[config.mk]
export PLATFORM = sky130hd
export DESIGN_NAME = ioports_param
export DESIGN_NICKNAME = d
export VERILOG_FILES = /design/src/rtl/ioports_param.sv
export SDC_FILE = /design/constraint.sdc
export NUM_CORES = 1
export LEC_CHECK = 0
export ABC_AREA = 1
export CORE_AREA = 2 2 311 313
export DETAILED_ROUTE_END_ITERATION = 8
export DIE_AREA = 0 0 313 315
export PLACE_DENSITY_LB_ADDON = 0.25
export SLEW_MARGIN = 10
export SYNTH_ARGS = -nofsm -noshare
export SYNTH_HDL_FRONTEND = slang
export SYNTH_SLANG_ARGS = --single-unit
export TNS_END_PERCENT = 5
[constraint.sdc]
create_clock -name clk -period 3.15 [get_ports clk]
set_input_delay 0.4725 -clock clk [delete_from_list [all_inputs] [get_ports clk]]
set_output_delay 0.4725 -clock clk [all_outputs]
set_load 0.02 [all_outputs]
[src/rtl/ioports_param.sv]
// ioports_param - parametrised general-purpose I/O port bank behind the
// 8-bit byte-serial host command link.
//
// Optional feature macro: IOPORTS_BURST_EN
//   defined     -> opcode 3'b100 (BURST) and state WCOUNT are built
//   not defined -> opcode 3'b100 is ignored like any unknown opcode
//
// Ports:
//   clk      in  1            master clock, single domain
//   reset    in  1            synchronous active-high master reset
//   load     in  1            datain valid, one byte per cycle
//   datain   in  8            command/data byte
//   ready    in  1            host ready to accept a dataout byte
//   enout    out 1            dataout valid (registered)
//   dataout  out 8            read data byte (registered)
//   in_bus   in  N_IN*W       input ports, port k at [k*W +: W]
//   out_bus  out N_OUT*W      output port registers, port k at [k*W +: W]
//
// Command byte (IDLE, load=1): opcode datain[6:4], address datain[3:0]
//   001 RESET, 010 WRITE, 011 READ, 100 BURST (macro only), others ignored.
// Data words travel most-significant byte first.

module ioports_param #(
    parameter int                           N_OUT      = 16,
    parameter int                           N_IN       = 8,
    parameter int                           NBYTES     = 4,
    parameter logic [N_OUT*8*NBYTES-1:0]    INIT_OUT   = '0,
    parameter logic [15:0]                  PULSE_MASK = 16'h8000,
    parameter int                           PULSE_LEN  = 4,
    parameter logic [31:0]                  HWID       = 32'h2018_1702
) (
    input  logic                        clk,
    input  logic                        reset,
    input  logic                        load,
    input  logic [7:0]                  datain,
    input  logic                        ready,
    output logic                        enout,
    output logic [7:0]                  dataout,
    input  logic [N_IN*8*NBYTES-1:0]    in_bus,
    output logic [N_OUT*8*NBYTES-1:0]   out_bus
);

    localparam int             W      = 8 * NBYTES;
    localparam logic [2:0]     NB_IDX = 3'(NBYTES - 1);
    localparam logic [W-1:0]   HWID_W = W'(HWID);
    localparam logic [7:0]     PLEN   = 8'(PULSE_LEN);

    typedef enum logic [2:0] {
        ST_IDLE   = 3'd0,
`ifdef IOPORTS_BURST_EN
        ST_WCOUNT = 3'd1,
`endif
        ST_WBYTE  = 3'd2,
        ST_RSEND  = 3'd3,
        ST_RWAIT  = 3'd4
    } state_t;

    state_t             state_r, state_nx_s;
    logic [3:0]         addr_r, addr_nx_s;
    logic [2:0]         idx_r, idx_nx_s;
    logic [W-1:0]       acc_r, acc_nx_s;
    logic [W-1:0]       shift_r, shift_nx_s;
    logic               enout_r, enout_nx_s;
    logic [7:0]         dataout_r, dataout_nx_s;
    logic [N_OUT*W-1:0] out_r;
    logic [7:0]         cnt_r [N_OUT];
`ifdef IOPORTS_BURST_EN
    logic [7:0]         bcnt_r, bcnt_nx_s;
`endif

    logic [W-1:0]       word_s;
    logic [W-1:0]       snap_s;
    logic               wr_s;
    logic               clr_s;

    assign out_bus = out_r;
    assign enout   = enout_r;
    assign dataout = dataout_r;

    // Word assembled from the accumulated upper bytes and the byte on datain.
    always_comb begin
        word_s = W'({acc_r, datain});
    end

    // Read snapshot source: addressed input port, or the hardware ID when the
    // address names a nonexistent input port.
    always_comb begin
        snap_s = HWID_W;
        for (int k = 0; k < N_IN; k++) begin
            snap_s = (datain[3:0] == 4'(k)) ? in_bus[k*W +: W] : snap_s;
        end
    end

    // Next-state and next-value logic for the command FSM and read handshake.
    always_comb begin
        state_nx_s   = state_r;
        addr_nx_s    = addr_r;
        idx_nx_s     = idx_r;
        acc_nx_s     = acc_r;
        shift_nx_s   = shift_r;
        enout_nx_s   = enout_r;
        dataout_nx_s = dataout_r;
        wr_s         = 1'b0;
        clr_s        = 1'b0;
`ifdef IOPORTS_BURST_EN
        bcnt_nx_s    = bcnt_r;
`endif
        case (state_r)
            ST_IDLE: begin
                if (load) begin
                    case (datain[6:4])
                        3'b001: begin
                            clr_s      = 1'b1;
                            enout_nx_s = 1'b0;
                        end
                        3'b010: begin
                            addr_nx_s  = datain[3:0];
                            idx_nx_s   = NB_IDX;
                            acc_nx_s   = '0;
`ifdef IOPORTS_BURST_EN
                            bcnt_nx_s  = 8'd1;
`endif
                            state_nx_s = ST_WBYTE;
                        end
                        3'b011: begin
                            shift_nx_s = snap_s;
                            idx_nx_s   = NB_IDX;
                            state_nx_s = ST_RSEND;
                        end
`ifdef IOPORTS_BURST_EN
                        3'b100: begin
                            addr_nx_s  = datain[3:0];
                            state_nx_s = ST_WCOUNT;
                        end
`endif
                        default: begin
                            state_nx_s = ST_IDLE;
                        end
                    endcase
                end else begin
                    state_nx_s = ST_IDLE;
                end
            end
`ifdef IOPORTS_BURST_EN
            ST_WCOUNT: begin
                if (load) begin
                    // A zero count still transfers one word.
                    bcnt_nx_s  = (datain == 8'd0) ? 8'd1 : datain;
                    idx_nx_s   = NB_IDX;
                    acc_nx_s   = '0;
                    state_nx_s = ST_WBYTE;
                end else begin
                    state_nx_s = ST_WCOUNT;
                end
            end
`endif
            ST_WBYTE: begin
                if (load) begin
                    acc_nx_s = word_s;
                    if (idx_r == 3'd0) begin
                        // Addresses beyond N_OUT match no port, so the word is dropped.
                        wr_s = 1'b1;
`ifdef IOPORTS_BURST_EN
                        if (bcnt_r > 8'd1) begin
                            bcnt_nx_s = bcnt_r - 8'd1;
                            addr_nx_s = (addr_r == 4'(N_OUT - 1)) ? 4'd0 : addr_r + 4'd1;
                            idx_nx_s  = NB_IDX;
                            acc_nx_s  = '0;
                        end else begin
                            state_nx_s = ST_IDLE;
                        end
`else
                        state_nx_s = ST_IDLE;
`endif
                    end else begin
                        idx_nx_s = idx_r - 3'd1;
                    end
                end else begin
                    state_nx_s = ST_WBYTE;
                end
            end
            ST_RSEND: begin
                if (ready) begin
                    dataout_nx_s = shift_r[W-1 -: 8];
                    enout_nx_s   = 1'b1;
                    state_nx_s   = ST_RWAIT;
                end else begin
                    enout_nx_s   = 1'b0;
                end
            end
            ST_RWAIT: begin
                if (ready) begin
                    enout_nx_s = 1'b1;
                end else begin
                    enout_nx_s = 1'b0;
                    if (idx_r == 3'd0) begin
                        state_nx_s = ST_IDLE;
                    end else begin
                        idx_nx_s   = idx_r - 3'd1;
                        shift_nx_s = shift_r << 8;
                        state_nx_s = ST_RSEND;
                    end
                end
            end
            default: begin
                state_nx_s = ST_IDLE;
            end
        endcase
    end

    // Control and handshake registers.
    always_ff @(posedge clk) begin
        if (reset) begin
            state_r   <= ST_IDLE;
            addr_r    <= 4'd0;
            idx_r     <= 3'd0;
            acc_r     <= '0;
            shift_r   <= '0;
            enout_r   <= 1'b0;
            dataout_r <= 8'd0;
`ifdef IOPORTS_BURST_EN
            bcnt_r    <= 8'd0;
`endif
        end else begin
            state_r   <= state_nx_s;
            addr_r    <= addr_nx_s;
            idx_r     <= idx_nx_s;
            acc_r     <= acc_nx_s;
            shift_r   <= shift_nx_s;
            enout_r   <= enout_nx_s;
            dataout_r <= dataout_nx_s;
`ifdef IOPORTS_BURST_EN
            bcnt_r    <= bcnt_nx_s;
`endif
        end
    end

    // Output port registers and per-port pulse timers. A write reloads the
    // timer; the port clears on the timer's 1-to-0 step, so the written value
    // is visible for exactly PULSE_LEN cycles.
    always_ff @(posedge clk) begin
        if (reset) begin
            out_r <= INIT_OUT;
            for (int k = 0; k < N_OUT; k++) begin
                cnt_r[k] <= 8'd0;
            end
        end else begin
            for (int k = 0; k < N_OUT; k++) begin
                if (clr_s) begin
                    out_r[k*W +: W] <= INIT_OUT[k*W +: W];
                    cnt_r[k]        <= 8'd0;
                end else if (wr_s && (addr_r == 4'(k))) begin
                    out_r[k*W +: W] <= word_s;
                    cnt_r[k]        <= PULSE_MASK[k] ? PLEN : 8'd0;
                end else begin
                    if (cnt_r[k] != 8'd0) begin
                        cnt_r[k] <= cnt_r[k] - 8'd1;
                    end
                    if (PULSE_MASK[k] && (cnt_r[k] == 8'd1)) begin
                        out_r[k*W +: W] <= '0;
                    end
                end
            end
        end
    end

endmodule

# Word level (Yosys, flattened, before mapping)
# Memory sizes are Yosys's and may differ from the RTL's.
# Cells that the tools add are included.
# Widths: inputs -> output; s select.
[word_totals] in_bits=268 word_cells=420 latch_bits=0 mem_count=1 output_inout_bits=521 romBits=0 register_bits=587 mem_bits_rw=128
[mem_list] name="cnt_r" depth=16 word_bits=8 read_ports=16 rd_ports_with_merged_regs=0 wr=16 line="66" source="logic [7:0] cnt_r [N_OUT];"
[op_classes] n_reduce_logical=51 magnitude_cmp=0 div_mod_pow=0 add_sub_neg=17 n_shift=0 n_mux=240 n_eq_ne=40 n_bitwise=48 n_mul=0
[ops] cell="$mux 32" count=14
[ops] cell="$mux 8" count=48
[ops] cell="$mux 1" count=158
[ops] cell="$reduce_bool 8->1" count=16
[ops] cell="$sub 8x1->8 const B" count=16
[ops] cell="$mux 24" count=3
[ops] cell="$pmux 32 s2" count=1
[ops] cell="$or 1x1->1" count=48
[ops] cell="$pmux 24 s2" count=1
[ops] cell="$eq 4x3->1 const B" count=8
[ops] cell="$eq 4x4->1 const B" count=8
[ops] cell="$mux 3" count=10
[ops] cell="$pmux 3 s3" count=2
[ops] cell="$eq 4x2->1 const B" count=4
[ops] cell="$logic_and 1x1->1" count=16
[ops] cell="$eq 3x2->1 const B" count=4
[ops] cell="$ne 2x2->1 const B" count=6
[ops] cell="$pmux 3 s4" count=1
[ops] cell="$reduce_and 5->1" count=2
[ops] cell="$eq 4x1->1 const B" count=2
[ops] cell="$eq 8x1->1 const B" count=1
[ops] cell="$logic_not 4->1" count=2
[ops] cell="$reduce_and 4->1" count=2
[ops] cell="$reduce_bool 2->1" count=4
[ops] cell="other kinds (12)" count=19

# Longest topological paths before layout
# Gate-level depths: netlist (run 1).
[depth] ltp_word=12 ltp_mapped=14

# Worst setup path after synthesis (run 1)
# OpenSTA, ideal clock, no wires.
[synth_timing] path_kind="input to register" startpoint="in datain[4]" endpoint="mem cnt_r[15][0] (netlist: cnt_r[1][56]) (enable)" path_buffers=3 arrival_time_ns=1.781 required_ns=2.812 path_stages=7 setup_ns=0.338 setup_slack_ns=1.031 cell_sequence="clkbuf_1 nand3_1 nor3_1 nor2_2 buf_2 clkbuf_1 nand3b_1"
[synth_rtl] item="start: declaration" line="35" source="input logic [7:0] datain,"
[synth_rtl] item="end: declaration" line="66"

# Final worst setup path (run 1)
[layout_timing] startpoint="reg state_r[1]" endpoint="reg shift_r[27]"
[layout_via] elab_chain_cells=3
[layout_rtl] item="start: declaration" line="58" source="state_t state_r, state_nx_s;"
[layout_rtl] item="start signal: assignment" line="225" source="state_r <= state_nx_s;"
[layout_rtl] item="$eq 3x3->1 or $logic_not 3->1 (tied branches)" line="108" source="case (state_r)"
[layout_rtl] item="$ne 2x2->1 (no line) (tied with other cells)"
[layout_rtl] item="$reduce_and 5->1 (no line)"
[layout_rtl] item="end signal: assignment" line="229" source="shift_r <= shift_nx_s;"
[layout_rtl] item="end: declaration" line="62" source="logic [W-1:0] shift_r, shift_nx_s;"
# Several ways; a longest one is shown, not always the timed one.
# A chain may end at the register's enable or synchronous reset.

==> results of run 1 <==
[power by group through the flow]
stage / clock network [mW] / registers (mW) / logic, mW
global route: 8.81 / 7.81 / 1.55
CTS: 8.49 / 7.81 / 1.41
floorplan: 0 / 7.88 / 0.699
finish: 8.26 / 7.80 / 1.40
global placement: 0 / 7.97 / 1.41
detailed placement: 0 / 7.97 / 1.41
[final timing paths]
| check | slack [ps] | endpoint | startpoint |
|---|---|---|---|
| worst max register to register | 760 | shift_r[27] | state_r[1] |
| worst min register to register | 440 | out_bus[99] | out_bus[99] |
| worst max-delay path | 760 | shift_r[27] | state_r[1] |
| worst min-delay path | 260 | addr_r[2] | datain[2] |
[flip-flops by register name (all words and copies together) (netlist names)]
register	flops
state_r	3
idx_r	3
acc_r	24
addr_r	4
shift_r	32
enout	1
out_bus	512
dataout	8
cnt_r	8
[through the flow]
step / utilization [%] / total power [mW] / instances / hold slack [ps] / area (sq um)
floorplan: - / 8.58 / 3114 / 422 / 23600
global placement: 34.3 / 9.38 / 5013 / 430 / 32800
detailed placement: 34.3 / 9.38 / 5013 / 434 / 32800
CTS: 36.7 / 17.7 / 5138 / 207 / 35100
global route: 36.7 / 18.2 / 5141 / 239 / 35200
finish: 36.7 / 17.5 / 5145 / 262 / 35200
[worst max-delay path: cells and delay by family, from the launching register on]
family	cells	cell delay [ps]
simple gates	7	930
buf+inv	2	850
flops	1	400
compound gates	1	110
[placed cells by master, fill, tap and decap left out, types with 5 or more instances in the layout]
cell and n:
nand2_2 13, o22ai_1 8, clkdlybuf4s50_1 785, nand3_1 104, buf_4 58, nor2_1 234, diode_2 7, nor2_4 6
buf_12 9, inv_2 9, inv_1 532, nor3_1 5, a211oi_1 119, clkbuf_8 12, a21oi_1 480, or2_2 23
nand2_1 229, clkbuf_16 72, nand3b_1 5, nand4_1 23, nand3_2 5, nor2_2 5, clkinvlp_4 5, clkbuf_1 16
dfxtp_1 587, ha_1 5, edfxtp_1 8, clkinv_2 8, o21ai_0 452, o21ai_1 17
[area by class of cell]
type | instances | area (sq um) | area share [%]
flip-flops and latches | 595 | 12000 | 34.1
multi-input cells | 1742 | 8680 | 24.7
repair buffers | 855 | 8490 | 24.1
inverters | 545 | 2050 | 5.82
clock buffers | 100 | 2030 | 5.76
well taps | 1276 | 1600 | 4.54
clock inverters | 25 | 322 | 0.914
diodes | 7 | 17.5 | 0.0498
[cells by family (layout without fill, tap and decap cells)]
kind of cell / after synthesis / count (layout) / share of synthesized area (%)
AOI/OAI and AO/OA: 1079 / 1079 / 24.2
xor gates and xnor gates: 3 / 3 / 0.111
adders and majority gates: 5 / 5 / 0.265
buffers and inverters: 777 / 1525 / 12.7
DFF: 595 / 595 / 50.8
other: 0 / 7 / 0
and+or+nand+nor: 655 / 655 / 11.9
[metal layers]
layer / up-vias / routed length [microns] / track usage, %
met5: - / 67 / 0
met4: 10 / 4150 / 8.31
met3: 192 / 6500 / 4.97
met2: 742 / 51500 / 35.4
met1: 10384 / 41800 / 23.8
li1: 11509 / - / -
==> reports/qor.csv, run 1 <==
metric,value,unit
Chip Width,313,microns
TritonCTS Buffers,70,
cell taking the most area after synthesis,dfxtp_1,
vias per cell,4.44,
syn_nets,3387,
overall die height,315,microns
slew at the pin with the worst max-slew slack,1160,ps
core area,95700,sq um
via count,22837,
slew margin rel.,22.3,%
global-route wire length before repair,149000,microns
largest stage delay on the critical path,540,ps
fill count,9871,
P&R area growth vs syn,48.9,%
root buf cell,clkbuf_16,
largest cells by area after synthesis,"dfxtp_1 (50%), a21oi_1 (10%), o21ai_0 (9.6%)",
Routed Wire Length,104000,microns
Comb pwr share,8.0,%
GRT Total Usage,20.3,%
internal power,13.1,mW
crit path DAT,2930,ps
WL/cell,20.2,microns
commonest cells in the synthesized netlist,"dfxtp_1 (587), inv_1 (532), a21oi_1 (480), o21ai_0 (452), nor2_1 (236)",
Clock Pin Slew Worst Setup and Hold Paths,60,ps
"Cell Chain, Critical Path","nor2_2, nand2_2, clkinv_1, nand2_1, nand2_2, inv_2, nand2_1, nand2_1, nand2_1, a21oi_1",
Max clock buf depth,3,
I/O pin count,789,
Final Critical Period,2390,ps
final hold violations,0,
global route total overflow,0,
share of layout cells above drive strength 1,6.27,%
Net Sw Frac,25.0,%
status,completed,
Fmax,419,MHz
dpl ws,267,ps
Std-Cell Rows,114,
sequential power share,44.7,%
worst-path fanout max,23,
largest net degree at the start of global routing,106,
Max Cap Violations,0,
cells on worst reg2reg path,10,
Critical Path RT,3690,ps
Final setup viols,0,
Initial Utilization,24.7,%
Critical Path Sink Type,flop,
Synth Flop Type,dfxtp_1,
I/O Buffers,788,
remaining antenna violation count,0,
Setup Skew,31.0,ps
Clock Power Share,47.3,%
post-CTS setup buffer count,0,
"Slowest-stage cell, CP",clkinv_1,
clk_lat worst skew,620,ps
Final Cycle Share,75.7,%
CTS tree,built,
RSZ-0062 raised after global routing,false,
sw power,4.37,mW
fraction of registers with async set/reset,0,%
sequential area share after synthesis,50.8,%
Hold Crit Depth,3,
Final WS setup,764,ps
DRC viols,0,
#FFs+latches synth,595,
Slew Limit Fails,0,
CTS sink count,595,
top cell type's share of synthesized area,49.8,%
initial antenna violation count,13,
Post-DP HPWL,74600,microns
"EDFF count, synth",8,
synthesized instance count,3114,
GPL Wtd Cong,0.958,
cts repair resizes,0,
1st-iter DRT viols,1783,
Pre-antenna DRT Iters,5,
most numerous cell in the Yosys netlist,dfxtp_1,
Pwr Density,497,nW/um^2
library cells used by synthesis,34,
P_leak,12.7,nW
startpoint types,flop,
vias in the first global route,21487,
H-tree levels,3,
YS warnings,0,
CP Class,flop to flop,
# hold bufs at CTS,0,
most frequent CP cell,nand2_1,
VDD IR max,426,uV
HP Class,primary input to flop,
TNS Setup,0,ps
Nets,4082,
mapped cell area,23600,sq um
Syn Area/Cell,7.58,sq um
Die ar.,98600,sq um
No activity file was read; power rests on OpenSTA's default activity.
==> run 2: changes to the inputs <==
- clock period: 3.15 -> 2.1 ns (I/O delays scaled with it)
==> run 2 against run 1 <==
Against the previous run:
- count of clock-buffer cells in the layout is 3 higher
- first-iteration DRC count is 20% lower
- total power increased by 54%
- routed wire length is 0.53% higher
- clock skew shrank 7.7 ps
- largest power group unchanged
- highest routed layer unchanged
==> reports/qor.csv, run 2 (synthesis gave the netlist of run 1 again) <==
metric,value,unit,change
Pre-antenna DRT Iters,5,,unchanged
"Slowest-stage cell, CP",clkdlybuf4s50_1,,was clkinv_1
Final Util,38.4,%,was 36.7%
Die ar.,98600,sq um,unchanged
global-route wire length before repair,146000,microns,was 149000 microns
1st-iter DRT viols,1429,,was 1783
Final setup viols,0,,unchanged
dpl ws,-315,ps,was 267 ps
WL/cell,19.8,microns,was 20.2 microns
share of layout cells above drive strength 1,9.38,%,was 6.27%
crit path DAT,1670,ps,was 2930 ps
I/O pin count,789,,unchanged
startpoint types,flop,,unchanged
GPL Wtd Cong,0.923,,was 0.958
largest net degree at the start of global routing,65,,was 106
root buf cell,clkbuf_16,,unchanged
CTS sink count,595,,unchanged
overall die height,315,microns,unchanged
Max clock buf depth,3,,unchanged
vias per cell,4.45,,was 4.44
CTS tree,built,,unchanged
Routed Wire Length,105000,microns,was 104000 microns
Pwr Density,729,nW/um^2,was 497 nW/um^2
I/O Buffers,788,,unchanged
Critical path buffers and inverters,1,,was 2
number of flip-flops in the largest register,512,,unchanged
core area,95700,sq um,unchanged
P&R area growth vs syn,55.7,%,was 48.9%
Chip Width,313,microns,unchanged
# hold bufs at CTS,0,,unchanged
H-tree levels,3,,unchanged
RSZ-0062 raised after global routing,false,,unchanged
Final WS setup,113,ps,was 764 ps
"Cell Chain, Critical Path",clkdlybuf4s50_1,,"was nor2_2, nand2_2, clkinv_1, nand2_1, nand2_2, inv_2, nand2_1, nand2_1, nand2_1, a21oi_1"
"commonest non-fill, non-tap cell in the layout",clkdlybuf4s50_1,,unchanged
Fmax,503,MHz,
vias in the first global route,21987,,was 21487
P_leak,13.6,nW,was 12.7 nW
TritonCTS Buffers,72,,was 70
VDD IR max,636,uV,was 426 uV
Initial Utilization,24.7,%,unchanged
status,completed,,unchanged
CP Class,flop to output pin,,was flop to flop
Slew Limit Fails,0,,unchanged
Most Crowded Layer GR,met2,,unchanged
Clock Pin Slew Worst Setup and Hold Paths,60,ps,about the same
remaining antenna violation count,0,,unchanged
area occupied by multi-input gates,8700,sq um,was 8680 sq um
largest stage delay on the critical path,710,ps,was 540 ps
slew margin rel.,63.8,%,was 22.3%
cts repair resizes,0,,unchanged
worst-path fanout max,2,,was 23
HP Class,primary input to flop,,unchanged
slew at the pin with the worst max-slew slack,542,ps,was 1160 ps
Std-Cell Rows,114,,unchanged
global route total overflow,0,,unchanged
Power Total,26.8,mW,was 17.5 mW
met1 usage in global routing,22.9,%,was 23.8%
Post-DP HPWL,76300,microns,was 74600 microns
dpl cell area,34200,sq um,was 32800 sq um
GRT Total Usage,19.9,%,was 20.3%
Final Cycle Share,94.6,%,
clk_lat worst skew,640,ps,was 620 ps
grt met2 use,34.7,%,was 35.4%
Critical Path Sink Type,output pin,,was flop
fill count,9912,,was 9871
most frequent cells in the layout,"clkdlybuf4s50_1 (785), dfxtp_1 (587), inv_1 (531), a21oi_1 (480), o21ai_0 (452)",,"was clkdlybuf4s50_1 (785), dfxtp_1 (587), inv_1 (532), a21oi_1 (480), o21ai_0 (452)"
Final Critical Period,1990,ps,
post-CTS setup buffer count,0,,unchanged
Critical Path RT,1780,ps,was 3690 ps
Nets,4207,,was 4082
Max Cap Violations,0,,unchanged
DRC viols,0,,unchanged
via count,23447,,was 22837
Crit path max-delay family,buffers and inverters,,was simple AND/OR/NAND/NOR gates
register area,12000,sq um,unchanged
final instance area,36800,sq um,was 35200 sq um
met3 GRT Util,4.42,%,was 4.97%
Setup Skew,23.4,ps,was 31.0 ps
final hold violations,0,,unchanged
initial antenna violation count,13,,unchanged
-- run 2: cell types whose count changed in the layout (fill, tap and decap cells not counted), moves of 4 or more --
| cell | previous run | this run |
|---|---|---|
| clkinvlp_4 | 5 | 1 |
| buf_4 | 58 | 136 |
| clkbuf_16 | 72 | 76 |
| buf_12 | 9 | 48 |
| clkbuf_8 | 12 | 18 |
| inv_6 | 0 | 4 |
-- run 2: final timing paths --
| kind | start | end | slack [ps] | cells after the start |
|---|---|---|---|---|
| worst max-delay path | out_bus[342] | out_bus[342] | 110 | 1 |
| worst min register to register | out_bus[246] | out_bus[246] | 440 | 2 |
| worst max register to register | idx_r[0] | out_bus[302] | 190 | 12 |
| worst min-delay path | datain[2] | addr_r[2] | 150 | 4 |
-- run 2: power by group --
part           total, mW  internal (mW)  switching [mW]
clock network       12.8           7.54            5.25
logic               2.46           1.09            1.37
registers           11.6           11.5           0.106
total               26.8           20.1            6.73
-- run 2: final cells by class --
cell class                      instances  share of cell area [%]
Tap cell                             1276                    4.34
Antenna cell                            5                  0.0340
Inverter                              545                    5.57
Clock inverter                         26                   0.970
Sequential cell                       595                    32.6
Clock buffer                          103                    5.71
Multi-Input combinational cell       1742                    23.7
Timing Repair Buffer                  978                    27.1
-- run 2: routing by layer --
metal  vias to the layer above  share of wire (%)  wire (microns)
met4                         6                5.1            5300
li1                      11770                  -               -
met5                         -              0.033              34
met3                       222                6.1            6380
met2                       776                 49           51000
met1                     10673                 40           41900
-- run 2: stage by stage --
step | setup TNS [ps] | hold WS, ps | std cells
floorplan | 0 | 422 | 3114
global placement | -68970 | 428 | 5130
finish | 0 | 149 | 5270
CTS | 0 | 103 | 5259
detailed placement | -72810 | 432 | 5130
global route | 0 | 129 | 5270
==> run 3: changes to the inputs <==
- CORE_AREA: 2 2 311 313 -> 2 2 308 310
- DIE_AREA: 0 0 313 315 -> 0 0 310 312
- DONT_BUFFER_PORTS: not set -> 1
==> run 3 against run 2 <==
Against the previous run:
- critical path depth is 8 higher
- register-to-register slack worse by 90 ps
- clock skew is 6.7 ps higher
- combinational power is 24% lower
- count of clock-buffer cells in the layout is 3 lower
- total power is 0.64% lower
- fmax is 0.72% lower
- clock power is 3% higher
- non-clock buffer count is 812 lower
- routed wire length is 5.6% lower
- flip-flop and latch count stayed put
- largest power group unchanged
- highest routed layer is now met4
==> reports/qor.csv, run 3 (synthesis gave the netlist of run 1 again) <==
metric,value,unit,change
Initial Utilization,25.4,%,was 24.7%
Final setup viols,0,,unchanged
Slew Limit Fails,0,,unchanged
post-CTS setup buffer count,0,,unchanged
most frequent cells in the layout,"dfxtp_1 (587), inv_1 (532), a21oi_1 (480), o21ai_0 (451), nor2_1 (233)",,"was clkdlybuf4s50_1 (785), dfxtp_1 (587), inv_1 (531), a21oi_1 (480), o21ai_0 (452)"
final instance area,28700,sq um,was 36800 sq um
Pwr Density,928,nW/um^2,was 729 nW/um^2
overall die height,312,microns,was 315 microns
"Cell Chain, Critical Path","nor2_2, nand2_1, nor2_2, nand2_1, buf_4, nor2_1, nand2_1, dlygate4sd3_1, a21oi_1",,was clkdlybuf4s50_1
remaining antenna violation count,0,,unchanged
Fmax,500,MHz,was 503 MHz
Final Critical Period,2000,ps,was 1990 ps
root buf cell,clkbuf_16,,unchanged
Critical Path Sink Type,flop,,was output pin
CTS sink count,595,,unchanged
Pre-antenna DRT Iters,5,,unchanged
most frequent CP cell,nand2_1,,
I/O Buffers,0,,was 788
Max clock buf depth,3,,unchanged
number of flip-flops in the largest register,512,,unchanged
dpl cell area,25500,sq um,was 34200 sq um
startpoint types,flop,,unchanged
area occupied by multi-input gates,8690,sq um,was 8700 sq um
DRC viols,0,,unchanged
largest net degree at the start of global routing,97,,was 65
TritonCTS Buffers,71,,was 72
worst-path fanout max,15,,was 2
Hold WS,42.3,ps,was 149 ps
Power Total,26.7,mW,was 26.8 mW
Crit path max-delay family,buffers and inverters,,unchanged
CTS tree,built,,unchanged
Nets,3394,,was 4207
global-route wire length before repair,138000,microns,was 146000 microns
status,completed,,unchanged
share of layout cells above drive strength 1,9.36,%,was 9.38%
final hold violations,0,,unchanged
WL/cell,22.3,microns,was 19.8 microns
GRT Total Usage,19.5,%,was 19.9%
VDD IR max,517,uV,was 636 uV
crit path DAT,2560,ps,was 1670 ps
Routed Wire Length,98700,microns,was 105000 microns
slew at the pin with the worst max-slew slack,971,ps,was 542 ps
GPL Wtd Cong,0.888,,was 0.923
vias in the first global route,18858,,was 21987
P&R area growth vs syn,21.6,%,was 55.7%
P_leak,10.6,nW,was 13.6 nW
global route total overflow,0,,unchanged
Critical path buffers and inverters,2,,was 1
fill count,10028,,was 9912
"Slowest-stage cell, CP",dlygate4sd3_1,,was clkdlybuf4s50_1
clk_lat worst skew,650,ps,was 640 ps
HP Class,primary input to flop,,unchanged
Setup Skew,30.0,ps,was 23.4 ps
slew margin rel.,35.0,%,was 63.8%
Clock Pin Slew Worst Setup and Hold Paths,60,ps,about the same
I/O pin count,789,,unchanged
CP Class,flop to flop,,was flop to output pin
Die ar.,96700,sq um,was 98600 sq um
Post-DP HPWL,68200,microns,was 76300 microns
Std-Cell Rows,112,,was 114
largest stage delay on the critical path,550,ps,was 710 ps
H-tree levels,3,,unchanged
initial antenna violation count,6,,was 13
core area,93000,sq um,was 95700 sq um
Critical Path RT,2660,ps,was 1780 ps
register area,12000,sq um,unchanged
Max Cap Violations,0,,unchanged
"commonest non-fill, non-tap cell in the layout",dfxtp_1,,was clkdlybuf4s50_1
Chip Width,310,microns,was 313 microns
vias per cell,4.56,,was 4.45
via count,20217,,was 23447
Final Cycle Share,95.3,%,was 94.6%
1st-iter DRT viols,1454,,was 1429
RSZ-0062 raised after global routing,true,,was false
[run 3: changes by cell type in the layout (fill, tap and decap cells not counted), sizes merged, moves of 4 or more]
cell / change
buf: -69
bufinv: +4
clkbuf: -6
clkdlybuf4s50: -785
clkinv: -6
dlygate4sd3: +45
[run 3: per-layer routing]
metal  share of wire (%)  global-route usage (%)  vias up
met5                   0                       0        -
met4                 3.6                    7.88        0
met3                 7.8                    5.73      147
met2                  50                    34.0      682
met1                  39                    22.0     9259
li1                    -                       -    10129
[run 3: layout make-up]
class	instances	share of cell area, %
diodes	4	0.0349
clock buffers	100	7.03
clock inverters	26	1.72
inverters	545	7.14
multi-input cells	1742	30.3
flip-flops and latches	595	41.8
well taps	1254	5.47
repair buffers	166	6.56
[run 3: worst min-delay path, stage by stage]
cell and delay, ps:
nand2_1 40, nand3_1 120, nand2_1 90, a21oi_1 50
[run 3: repair_timing]
item | 4_1_cts | 5_1_grt
resized for setup | 0 | 10
hold buffers | 53 | 0
hold endpoints to repair | 181 | 0
endpoints found under the setup margin | 0 | 46
[run 3: worst paths after layout]
path               start          end  slack [ps]  cells past startpoint
max reg2reg   state_r[1]   shift_r[6]         100                      9
min          in_bus[205]  shift_r[13]          40                      4
min reg2reg     idx_r[0]     idx_r[0]         450                      1
max           state_r[1]   shift_r[6]         100                      9
[run 3: per-stage QoR]
| step | worst slack (ps) | TNS (ps) | instances | utilization (%) |
|---|---|---|---|---|
| after floorplan | 139 | 0 | 3114 | - |
| after global placement | 90.2 | 0 | 4248 | 27.4 |
| after detailed placement | 101 | 0 | 4248 | 27.4 |
| after CTS | 30.6 | 0 | 4427 | 30.8 |
| after global routing | -12.8 | -20.5 | 4428 | 30.8 |
| final | 98.8 | 0 | 4432 | 30.9 |
[run 3: report_power, final]
part | switching [mW] | total [mW] | leakage [nW] | internal (mW)
sequential | 0.142 | 11.6 | 4.82 | 11.5
combinational | 1.24 | 1.87 | 4.59 | 0.631
clock | 5.33 | 13.2 | 1.22 | 7.83
